--- src/rtl/ioregs_6502.sv ---
// ioregs_6502: one 256-byte I/O page for the 6502 core.
// It holds the CPU/SPI control CSR, which also issues the icache-invalidate pulse.
// It holds a GPIO bank with synchronisers, edge capture, W1C pending flags and a level irq.
// Define IOREGS_TIMER_EN to add the 16-bit prescaled reload timer at addresses 8..C.

// One GPIO channel: 2-flop synchroniser, previous-value flop, edge qualify.
module ioregs_6502_gpio_lane (
  input  logic clk,
  input  logic rst,
  input  logic pin,
  input  logic rise_en,
  input  logic fall_en,
  output logic s,
  output logic hit
);
  logic s1, s2, p;

  // synchronise the pin, then keep the previous synchronised value
  always_ff @(posedge clk) begin
    if (rst) begin
      s1 <= 1'b0;
      s2 <= 1'b0;
      p  <= 1'b0;
    end else begin
      s1 <= pin;
      s2 <= s1;
      p  <= s2;
    end
  end

  assign s   = s2;
  assign hit = (s2 & ~p & rise_en) | (~s2 & p & fall_en);
endmodule

module ioregs_6502 #(
  parameter logic [7:0] PAGE     = 8'hDF,
  parameter int         GPIO_W   = 4,
  parameter int         PRESCALE = 16,
  parameter logic [7:0] CSR_RST  = 8'h01
) (
  input  logic              clk,
  input  logic              rst,
  input  logic [15:0]       cpu_addr,
  input  logic              cpu_en,
  input  logic              cpu_wr,
  input  logic [7:0]        cpu_wdata,
  input  logic              cpu_rdy,
  output logic              int_en,
  output logic [7:0]        int_rdata,
  output logic              icache_en,
  output logic              skip_int,
  output logic              spi_phase,
  output logic              spi_delay,
  output logic              spi_fast,
  output logic              icache_inv,
  input  logic [GPIO_W-1:0] gpio_in,
  output logic [GPIO_W-1:0] gpio_out,
  output logic [GPIO_W-1:0] gpio_oe,
  output logic              irq
);
  logic [3:0]        ra;
  logic              acc, wr_acc;
  logic [4:0]        csr;
  logic [GPIO_W-1:0] rise_en, fall_en, pend, mask;
  logic [GPIO_W-1:0] gpio_s, gpio_hit, pend_clr;
  logic              tmr_irq;
  logic              unused_bits;

  assign ra          = cpu_addr[3:0];
  assign int_en      = (cpu_addr[15:8] == PAGE);
  assign acc         = cpu_en && cpu_rdy && int_en;
  assign wr_acc      = acc && cpu_wr;
  // only the low nibble selects a register; the rest of the page aliases
  assign unused_bits = ^{cpu_addr[7:4], cpu_wdata};

  assign {spi_fast, spi_delay, spi_phase, skip_int, icache_en} = csr;

  // CSR storage and the registered invalidate pulse (bit 7 is never stored)
  always_ff @(posedge clk) begin
    if (rst) begin
      csr        <= CSR_RST[4:0];
      icache_inv <= 1'b0;
    end else begin
      icache_inv <= wr_acc && (ra == 4'h0) && cpu_wdata[7];
      if (wr_acc && ra == 4'h0) csr <= cpu_wdata[4:0];
    end
  end

  genvar g;
  generate
    for (g = 0; g < GPIO_W; g++) begin : g_lane
      ioregs_6502_gpio_lane u_lane (
        .clk     (clk),
        .rst     (rst),
        .pin     (gpio_in[g]),
        .rise_en (rise_en[g]),
        .fall_en (fall_en[g]),
        .s       (gpio_s[g]),
        .hit     (gpio_hit[g])
      );
    end
  endgenerate

  assign pend_clr = (wr_acc && ra == 4'h6) ? cpu_wdata[GPIO_W-1:0] : '0;

  // GPIO control registers; pending set wins over a same-cycle W1C
  always_ff @(posedge clk) begin
    if (rst) begin
      gpio_out <= '0;
      gpio_oe  <= '0;
      rise_en  <= '0;
      fall_en  <= '0;
      pend     <= '0;
      mask     <= '0;
    end else begin
      if (wr_acc && ra == 4'h2) gpio_out <= cpu_wdata[GPIO_W-1:0];
      if (wr_acc && ra == 4'h3) gpio_oe  <= cpu_wdata[GPIO_W-1:0];
      if (wr_acc && ra == 4'h4) rise_en  <= cpu_wdata[GPIO_W-1:0];
      if (wr_acc && ra == 4'h5) fall_en  <= cpu_wdata[GPIO_W-1:0];
      if (wr_acc && ra == 4'h7) mask     <= cpu_wdata[GPIO_W-1:0];
      pend <= (pend & ~pend_clr) | gpio_hit;
    end
  end

`ifdef IOREGS_TIMER_EN
  localparam int PW = (PRESCALE > 1) ? $clog2(PRESCALE) : 1;

  logic [15:0] rld, cnt;
  logic [7:0]  snap;
  logic [PW-1:0] presc;
  logic        run, periodic, tirq_en, expired;
  logic        ctrl_wr, tick, expire;

  assign ctrl_wr = wr_acc && (ra == 4'hC);
  // a CTRL write in the same cycle overrides the tick
  assign tick    = run && !ctrl_wr && (presc == PW'(PRESCALE - 1));
  assign expire  = tick && (cnt == 16'd0);
  assign tmr_irq = expired && tirq_en;

  // timer: reload on run write, prescaled decrement, expiry and snapshot
  always_ff @(posedge clk) begin
    if (rst) begin
      rld      <= '0;
      cnt      <= '0;
      snap     <= '0;
      presc    <= '0;
      run      <= 1'b0;
      periodic <= 1'b0;
      tirq_en  <= 1'b0;
      expired  <= 1'b0;
    end else begin
      if (wr_acc && ra == 4'h8) rld[7:0]  <= cpu_wdata;
      if (wr_acc && ra == 4'h9) rld[15:8] <= cpu_wdata;
      if (acc && !cpu_wr && ra == 4'hA) snap <= cnt[15:8];
      expired <= (expired & ~(ctrl_wr & cpu_wdata[7])) | expire;
      if (ctrl_wr) begin
        run      <= cpu_wdata[0];
        periodic <= cpu_wdata[1];
        tirq_en  <= cpu_wdata[2];
        if (cpu_wdata[0]) begin
          cnt   <= rld;
          presc <= '0;
        end
      end else if (run) begin
        presc <= tick ? '0 : presc + PW'(1);
        if (tick) begin
          if (cnt != 16'd0) cnt <= cnt - 16'd1;
          else if (periodic) cnt <= rld;
          else run <= 1'b0;
        end
      end
    end
  end
`else
  assign tmr_irq = 1'b0;
`endif

  assign irq = (|(pend & mask)) | tmr_irq;

  // combinational read mux; unlisted addresses and bits read 0
  always_comb begin
    int_rdata = 8'h00;
    case (ra)
      4'h0: int_rdata = {3'b000, csr};
      4'h1: int_rdata = 8'(gpio_s);
      4'h2: int_rdata = 8'(gpio_out);
      4'h3: int_rdata = 8'(gpio_oe);
      4'h4: int_rdata = 8'(rise_en);
      4'h5: int_rdata = 8'(fall_en);
      4'h6: int_rdata = 8'(pend);
      4'h7: int_rdata = 8'(mask);
`ifdef IOREGS_TIMER_EN
      4'h8: int_rdata = rld[7:0];
      4'h9: int_rdata = rld[15:8];
      4'hA: int_rdata = cnt[7:0];
      4'hB: int_rdata = snap;
      4'hC: int_rdata = {expired, 4'b0000, tirq_en, periodic, run};
`endif
      default: int_rdata = 8'h00;
    endcase
  end
endmodule
--- config.mk ---
export PLATFORM = sky130hd
export DESIGN_NAME = ioregs_6502
export DESIGN_NICKNAME = d
export VERILOG_FILES = /design/src/rtl/ioregs_6502.sv
export SDC_FILE = /design/constraint.sdc
export NUM_CORES = 1
export LEC_CHECK = 0
export BUFFER_PORTS_ARGS = -buffer_cell sky130_fd_sc_hd__buf_2
export CORE_UTILIZATION = 50
export CTS_BUF_LIST = sky130_fd_sc_hd__clkbuf_16
export CTS_CLUSTER_SIZE = 25
export DETAILED_ROUTE_END_ITERATION = 12
export GPL_ROUTABILITY_DRIVEN = 0
export PLACE_DENSITY = 0.77
export SYNTH_ARGS = -nofsm -noshare
export SYNTH_HDL_FRONTEND = slang
export SYNTH_HIERARCHICAL = 1
export SYNTH_SLANG_ARGS = --single-unit
--- constraint.sdc ---
create_clock -name clk -period 2 [get_ports clk]
set_clock_uncertainty 0.2 [all_clocks]
set_input_delay 0.3 -clock clk [delete_from_list [all_inputs] [get_ports clk]]
set_output_delay 0.3 -clock clk [all_outputs]
set_load 0.01 [all_outputs]
==> impl_metrics.ini, run 1 <==
[cts]
cts.root.buffer_cell = clkbuf_16
number_of_buffers_added_by_the_clock_tree_synthesis_step = 5
clock_path_buffers = 2
clk_pin_slew_ns = 0.06
hold_fix_buffers_at_cts = 0
clkLatencyLatePin_ns = 0.28
cts_sinks = 42
tritoncts = yes
htreeDepth = 2

[synthesis]
synthesis.instances = 200
flop_and_latch_count_out_of_synthesis = 42
count_of_flip_flops_with_a_built_in_enable_after_synthesis = 0
synth-warning-count = 6
synth.distinct_cells = 34
postSynthAreaPerCell_um2 = 10.3
synth_area_um2 = 2060
ffs_w_async_s_r_synth = 0
synth.yosys.seq_area_share = 0.408
ys.flop_type = dfxtp_1

[pwr]
power_density_nw_per_um2 = 728
netSwitchingFraction = 0.203
p_clk_frac = 0.474
worst_ir_drop_vdd_mv = 0.403
seqPwrFrac = 0.455
p_int_mw = 1.49
static-leakage-power_nw = 1.17
p_switching_mw = 0.379
comb_power_share = 0.071

[finish]
final_cell_mix = buf_2, dfxtp_1, mux2i_1, nand2b_1, buf_4
final-instance-count-excl-fill = 304
layout_cell_share_with_drive_strength_beyond_1 = 0.328
mostFrequentLayoutCell = buf_2
layout.nets = 289
layout-area-overhead-vs-synth_pct = 24.7
nFillCells = 308
antenna-diode-count = 0

[run_status]
run_status = finished, final reports clean

[global_route]
first_pass_grt_wire_length_um = 7660
grt_pass1_vias = 1649
antenna_violations_before_repair = 0
global_route_usage_over_all_layers = 0.238
grt_overflow = 0
grt_start_max_net_pins = 24

[floorplan]
floorplan.io_pins = 57
chipHeight_um = 66.2
initial_core_util = 0.543
num_rows = 22
core_area_um2 = 3800
die_width_um = 66.2
die_area_um2 = 4390

[sta]
report.final.hold_viol_count = 0
post_route_fraction_of_the_period_consumed_by_the_critical_path = 0.966
finalSetupViolCount = 0
final-max-slew-violation-count = 0
period_needed_ns = 1.93
max_freq_ghz = 0.518
finalWorstSetupSlack_ns = 0.0686
rsz0062_at_grt = false

[drt]
drt-wirelength-per-cell_um = 15.1
avgViaCountPerCell = 5.37
detailroute.via_count = 1632
post_detailed_route_count_of_antenna_violating_nets = 0
postRouteWirelength_um = 4590
drt_pre_antenna_iters = 4
route.detailed.drc = 0
initial_drc_count = 99

[worst_setup_path]
crit_start = mask[0]$_SDFFE_PP0P_
crit_path_max_fo = 3
ff2ff_path_depth = 4
worst-endpoint-arrival_ns = 1.43
setup.worst_path.class = flop to primary output
critical_path.reg2reg.startpoint = rise_en[1]$_SDFFE_PP0P_
required_ns = 1.50
critPathCaptureType = primary output
setup.reg_to_reg.worst_slack_ns = 0.82
timing.rr.end = pend[1]$_SDFF_PP0_
critical_path.endpoint = int_rdata[0]
setup.worst_path.start_class = flop

[run]
maxCapViolations = 0

[place]
place.port_buffers = 47
post-place-ws_ns = -0.0132
inst_count_dp = 297
hpwlAfterDp_um = 3290

[worst_hold_path]
min_path_type = primary input to flop
==> logic make-up after synthesis <==
kind of cell    count (synthesis)  synth area share
compound gates                 15            0.0582
buf+inv                        20            0.0510
flops                          42             0.408
mux                            37             0.212
other cells                     1           0.00182
simple gates                   85             0.269
==> per-layer routing <==
metal  global-route usage  vias up  wire length, um
li1                     -      821                -
met1                0.297      752             2150
met2                0.395       55             2160
met3               0.0655        4              251
met4               0.0718        0               34
met5                    0        -                0
==> cell type report <==
class                           instances  area, um2  share of cell area
Clock buffer                            5        125              0.0487
Timing Repair Buffer                   63        368               0.143
Sequential cell                        42        841               0.327
Multi-Input combinational cell        140       1130               0.439
Clock inverter                          2       33.8              0.0131
Tap cell                               48       60.1              0.0234
Inverter                                4       15.0             0.00584
==> what timing repair did <==
| item | CTS | global route |
|---|---|---|
| buffers inserted | 0 | 0 |
| endpoints found under the setup margin | 0 | 1 |
| gates resized for setup | 0 | 1 |
==> how the worst min path moves through the flow <==
stage | from | depth (start not counted) | end | slack [ns]
finish | cpu_wdata[2] | 2 | pend[2]$_SDFF_PP0_ | 0.02
global route | gpio_in[0] | 2 | g_lane[0].u_lane/s1$_SDFF_PP0_ | 0.02
CTS | cpu_wdata[2] | 2 | pend[2]$_SDFF_PP0_ | 0.02
detailed placement | g_lane[0].u_lane/s1$_SDFF_PP0_ | 1 | g_lane[0].u_lane/s$_SDFF_PP0_ | 0.23
global placement | g_lane[1].u_lane/s1$_SDFF_PP0_ | 1 | g_lane[1].u_lane/s$_SDFF_PP0_ | 0.22
floorplan | rst | 1 | g_lane[0].u_lane/p$_SDFF_PP0_ | 0.17
==> flip-flops by register name (all words and copies together) (netlist names) <==
name,count
csr,5
fall_en,4
g_lane.u_lane/p,4
g_lane.u_lane/s,4
g_lane.u_lane/s1,4
gpio_oe,4
gpio_out,4
mask,4
pend,4
rise_en,4
icache_inv,1
==> critical path, cell delays in order, from the launching register on <==
cell	delay, ns
dfxtp_1	0.33
mux4_2	0.47
mux2i_1	0.15
nor2_1	0.07
buf_2	0.14
==> Yosys cell counts, types with 2 or more instances <==
cell type | number | area, um2
a311oi_1 | 4 | 35.0
nor2_1 | 10 | 37.5
nand4bb_1 | 3 | 33.8
buf_4 | 3 | 22.5
nor2b_1 | 13 | 81.3
nand4b_1 | 2 | 17.5
nand2_1 | 6 | 22.5
nand3b_1 | 6 | 45.0
buf_6 | 2 | 22.5
or4_1 | 6 | 45.0
inv_1 | 4 | 15.0
mux2_2 | 3 | 33.8
a22oi_1 | 3 | 22.5
nand4_1 | 2 | 12.5
mux2i_1 | 29 | 290
nand2b_1 | 29 | 181
mux4_2 | 5 | 113
buf_2 | 3 | 15.0
o21ai_2 | 4 | 35.0
clkbuf_1 | 8 | 30.0
dfxtp_1 | 42 | 841
==> power by group through the flow <==
stage / clock network, mW / registers [mW] / logic, mW
3_5_place_dp: 0 / 0.870 / 0.131
4_1_cts: 0.901 / 0.851 / 0.132
3_3_place_gp: 0 / 0.869 / 0.130
6_report: 0.887 / 0.851 / 0.133
2_1_floorplan: 0 / 0.868 / 0.0744
5_1_grt: 0.934 / 0.852 / 0.146
==> through the flow <==
step           hold slack, ns  total power [mW]  setup TNS (ns)  utilization  instance area (um2)
5_1_grt                0.0232              1.93               0        0.677                 2570
3_5_place_dp            0.226              1.00         -0.0479        0.634                 2410
4_1_cts                0.0197              1.88               0        0.676                 2570
3_3_place_gp            0.216             0.999         -0.0109        0.634                 2410
6_report               0.0216              1.87               0        0.677                 2570
2_1_floorplan           0.172             0.943               0            -                 2070
Note: power is estimated with default switching activity, not from simulation.
==> run 2: changes to the inputs <==
--- a/config.mk
+++ b/config.mk
@@ -6,12 +6,15 @@
 export NUM_CORES = 1
 export LEC_CHECK = 0
 export BUFFER_PORTS_ARGS = -buffer_cell sky130_fd_sc_hd__buf_2
-export CORE_UTILIZATION = 50
+export CELL_PAD_IN_SITES_DETAIL_PLACEMENT = 1
+export CELL_PAD_IN_SITES_GLOBAL_PLACEMENT = 1
+export CORE_UTILIZATION = 39
 export CTS_BUF_LIST = sky130_fd_sc_hd__clkbuf_16
 export CTS_CLUSTER_SIZE = 25
 export DETAILED_ROUTE_END_ITERATION = 12
 export GPL_ROUTABILITY_DRIVEN = 0
-export PLACE_DENSITY = 0.77
+export PLACE_DENSITY_LB_ADDON = 0.1
+export RECOVER_POWER = 100
 export SYNTH_ARGS = -nofsm -noshare
 export SYNTH_HDL_FRONTEND = slang
 export SYNTH_HIERARCHICAL = 1
==> run 2 against run 1 <==
  * First-iteration DRC count is 31% lower
  * Sequential cell count stayed put
  * Non-clock buffer count is 6 higher
  * Utilization is 17 points lower
  * Setup slack worse by 0.017 ns
  * Combinational power is 5% higher
  * Clock power is 14% lower
  * Largest cell class unchanged
  * Global-route usage is 3.6 points lower
  * Die area is 27% higher
==> impl_metrics.ini, run 2 (synthesis gave the netlist of run 1 again) <==
[sta]
finalSetupViolCount = 0
post_route_fraction_of_the_period_consumed_by_the_critical_path = 0.974
report.final.hold_viol_count = 0
period_needed_ns = 1.95
worst_slew_margin_rel = 0.477
final-max-slew-violation-count = 0
setup_tns_ns = 0
worst_slew_pin_slew_ns = 0.785
final.hold.worst_slack_ns = 0.0257
rsz0062_at_grt = false
max_freq_ghz = 0.513

[global_route]
global_route_usage_over_all_layers = 0.201
grt_pass1_vias = 1662
first_pass_grt_wire_length_um = 8220
antenna_violations_before_repair = 0
grt_overflow = 0
grt_start_max_net_pins = 20

[finish]
postLayoutCellArea_um2 = 2570
largest_reg_flops = 5
antenna-diode-count = 0
final_core_utilization = 0.502
mostFrequentLayoutCell = dfxtp_1
layout-area-overhead-vs-synth_pct = 24.5
layout_cell_share_with_drive_strength_beyond_1 = 0.236
max_flop_register = csr
layout.nets = 295
final_cell_mix = dfxtp_1, mux2i_1, nand2b_1, buf_2, clkbuf_1

[cts]
cts_sinks = 42
cts.root.buffer_cell = clkbuf_16
clkLatencyLatePin_ns = 0.28
htreeDepth = 2
post-cts-setup-buffers = 0
cts_resized = 0
number_of_buffers_added_by_the_clock_tree_synthesis_step = 5
clk_pin_slew_ns = 0.06
tritoncts = yes
clock_path_buffers = 2
hold_fix_buffers_at_cts = 0

[floorplan]
die_width_um = 74.7
floorplan.io_pins = 57
core_area_um2 = 5110
num_rows = 26
chipHeight_um = 74.7
initial_core_util = 0.404
die_area_um2 = 5580

[drt]
initial_drc_count = 68
drt_pre_antenna_iters = 4
drt-wirelength-per-cell_um = 15.3
postRouteWirelength_um = 5090
avgViaCountPerCell = 5.14
post_detailed_route_count_of_antenna_violating_nets = 0
detailroute.via_count = 1713
route.detailed.drc = 0

[worst_setup_path]
worst_path_most_repeated_cell = buf_2
critPathCaptureType = primary output
cell_with_the_largest_stage_delay_on_the_worst_path = mux4_2
ff2ff_path_depth = 4
setup.worst_path.start_class = primary input
timing.critical_path.cells = buf_2 > buf_12 > mux4_2 > mux2i_1 > nor2_1 > buf_2
worst-endpoint-arrival_ns = 1.45
critical_path.max_stage_delay_ns = 0.50
setup.worst_path.class = primary input to primary output
required_ns = 1.50
crit_path_max_fo = 6

[pwr]
worst_ir_drop_vdd_mv = 0.472
power_density_nw_per_um2 = 684
static-leakage-power_nw = 1.09
finalPower_mw = 1.75

[worst_hold_path]
min_path_type = primary input to flop
hold_depth = 2

[place]
placement.cell_area_um2 = 2480
place.port_buffers = 47
hpwlAfterDp_um = 3750

[run_status]
run_status = finished, final reports clean

[run]
maxCapViolations = 0
==> run 2: metrics by stage <==
stage	setup WS (ns)	std cells
final	0.0520	333
after global routing	0.000255	333
after CTS	0.0302	333
after detailed placement	-0.00989	325
after global placement	0.000187	325
after floorplan	0.0969	202
==> run 2: critical path: cells and delay by family <==
family / cells / cell delay (ns)
buffers and inverters: 3 / 0.44
multiplexers: 2 / 0.64
AND/OR/NAND/NOR: 1 / 0.06
==> run 2: layout make-up <==
| class | count | area, um2 |
|---|---|---|
| clock buffer | 5 | 125 |
| clock inverter | 3 | 12.5 |
| fill | 618 | 2540 |
| inverter | 4 | 15.0 |
| multi-input combinational | 140 | 1120 |
| sequential | 42 | 841 |
| tap | 70 | 87.6 |
| timing repair buffer | 69 | 362 |
==> run 2: final timing paths <==
check | from | slack (ns) | to
min reg2reg | g_lane[0].u_lane/s1$_SDFF_PP0_ | 0.24 | g_lane[0].u_lane/s$_SDFF_PP0_
min | gpio_in[1] | 0.03 | g_lane[1].u_lane/s1$_SDFF_PP0_
max | cpu_addr[2] | 0.05 | int_rdata[0]
max reg2reg | g_lane[0].u_lane/s$_SDFF_PP0_ | 0.82 | pend[0]$_SDFF_PP0_
==> run 2: routing by layer <==
metal / GRT usage / routed length [um]
met5: 0 / 0
met4: 0.0566 / 42
met3: 0.0361 / 215
met2: 0.330 / 2370
met1: 0.273 / 2460
==> run 2: where the power goes <==
group	leakage, nW	total, mW	internal [mW]	switching, mW
Combinational	0.676	0.139	0.0693	0.0696
Sequential	0.340	0.851	0.846	0.00481
Clock	0.0724	0.764	0.451	0.313
Total	1.09	1.75	1.37	0.388
==> run 3: changes to the inputs <==
--- a/config.mk
+++ b/config.mk
@@ -13,6 +13,7 @@
 export CTS_CLUSTER_SIZE = 25
 export DETAILED_ROUTE_END_ITERATION = 12
 export GPL_ROUTABILITY_DRIVEN = 0
+export MAX_ROUTING_LAYER = met4
 export PLACE_DENSITY_LB_ADDON = 0.1
 export RECOVER_POWER = 100
 export SYNTH_ARGS = -nofsm -noshare
==> run 3 against run 2 <==
  * Sequential share of layout area is the same
  * Total power hardly changed
  * Critical path depth unchanged
  * Highest routed layer unchanged
==> impl_metrics.ini, run 3 (synthesis gave the netlist of run 1 again) <==
[cts]
clk_pin_slew_ns = 0.06
number_of_buffers_added_by_the_clock_tree_synthesis_step = 5
cts_sinks = 42
htreeDepth = 2
hold_fix_buffers_at_cts = 0
cts.root.buffer_cell = clkbuf_16
clkLatencyLatePin_ns = 0.28
tritoncts = yes
clock_path_buffers = 2

[drt]
route.detailed.drc = 0
initial_drc_count = 68
avgViaCountPerCell = 5.11
post_detailed_route_count_of_antenna_violating_nets = 0
drt-wirelength-per-cell_um = 15.3
detailroute.via_count = 1701
postRouteWirelength_um = 5090
drt_pre_antenna_iters = 4

[worst_setup_path]
critical_path.max_stage_delay_ns = 0.50
critPathCaptureType = primary output
worst_path_most_repeated_cell = buf_2
required_ns = 1.50
worst-endpoint-arrival_ns = 1.45
setup.worst_path.class = primary input to primary output
timing.critical_path.buf_inv = 3
cell_with_the_largest_stage_delay_on_the_worst_path = mux4_2
setup.reg_to_reg.worst_slack_ns = 0.82
cp_delay_by_family_top = multiplexers
crit_path_max_fo = 6
timing.critical_path.cells = buf_2 > buf_12 > mux4_2 > mux2i_1 > nor2_1 > buf_2
setup.worst_path.start_class = primary input

[global_route]
grt_pass1_vias = 1662
grt_overflow = 0
global_route_usage_over_all_layers = 0.208
antenna_violations_before_repair = 0
grt_start_max_net_pins = 20
first_pass_grt_wire_length_um = 8230

[sta]
post_route_fraction_of_the_period_consumed_by_the_critical_path = 0.974
period_needed_ns = 1.95
finalSetupViolCount = 0
worst_slew_margin_rel = 0.491
report.final.hold_viol_count = 0
final-max-slew-violation-count = 0
worst_slew_pin_slew_ns = 0.764
max_freq_ghz = 0.513
rsz0062_at_grt = false

[place]
place.port_buffers = 47
placement.cell_area_um2 = 2480
hpwlAfterDp_um = 3750

[finish]
layout.nets = 295
multiInputGateArea_um2 = 1120
final_cell_mix = dfxtp_1, mux2i_1, nand2b_1, buf_2, clkbuf_1
layout_cell_share_with_drive_strength_beyond_1 = 0.236
antenna-diode-count = 0
max_flop_register = csr
largest_reg_flops = 5
nFillCells = 618
layout-area-overhead-vs-synth_pct = 24.5
postLayoutCellArea_um2 = 2570
sequential_cell_area_um2 = 841
mostFrequentLayoutCell = dfxtp_1

[floorplan]
initial_core_util = 0.404
die_area_um2 = 5580
num_rows = 26
die_width_um = 74.7
chipHeight_um = 74.7
core_area_um2 = 5110
floorplan.io_pins = 57

[pwr]
power_density_nw_per_um2 = 684
finalPower_mw = 1.75
worst_ir_drop_vdd_mv = 0.471
static-leakage-power_nw = 1.09

[run_status]
run_status = finished, final reports clean

[worst_hold_path]
min_path_type = primary input to flop

[run]
maxCapViolations = 0
run 3: routing by layer:
metal	wire length, um	GRT usage	vias to the layer above
li1	-	-	829
met1	2440	0.274	821
met2	2360	0.330	46
met3	246	0.0361	5
met4	42	0.0566	0
met5	0	-	-
run 3: per-stage QoR:
step | setup slack (ns) | TNS (ns) | utilization | hold WS [ns] | std cells
4_1_cts | 0.0302 | 0 | 0.512 | 0.0270 | 333
5_1_grt | 0.00112 | 0 | 0.502 | 0.0235 | 333
6_report | 0.0520 | 0 | 0.502 | 0.0257 | 333
3_3_place_gp | 0.000187 | 0 | 0.486 | 0.217 | 325
2_1_floorplan | 0.0969 | 0 | - | 0.172 | 202
3_5_place_dp | -0.00989 | -0.00989 | 0.486 | 0.233 | 325
run 3: area by class of cell:
| type | instances | share of cell area |
|---|---|---|
| Sequential cell | 42 | 0.328 |
| Inverter | 4 | 0.00585 |
| Timing Repair Buffer | 69 | 0.141 |
| Clock buffer | 5 | 0.0488 |
| Multi-Input combinational cell | 140 | 0.438 |
| Clock inverter | 3 | 0.00488 |
| Tap cell | 70 | 0.0341 |
run 3: path summary, 6_finish.rpt:
check,start,end,cells after the start
max,cpu_addr[2],int_rdata[0],6
min,gpio_in[1],g_lane[1].u_lane/s1$_SDFF_PP0_,2
max reg2reg,g_lane[0].u_lane/s$_SDFF_PP0_,pend[0]$_SDFF_PP0_,4
min reg2reg,g_lane[0].u_lane/s1$_SDFF_PP0_,g_lane[0].u_lane/s$_SDFF_PP0_,1
run 3: what timing repair did:
item                       4_1_cts  5_1_grt
setup endpoints to repair        0        1
setup buffers                    0        0
resized for setup                0        2
run 3: where the power goes:
part           internal (mW)  switching, mW
clock                  0.451          0.314
sequential             0.846        0.00480
combinational         0.0693         0.0695
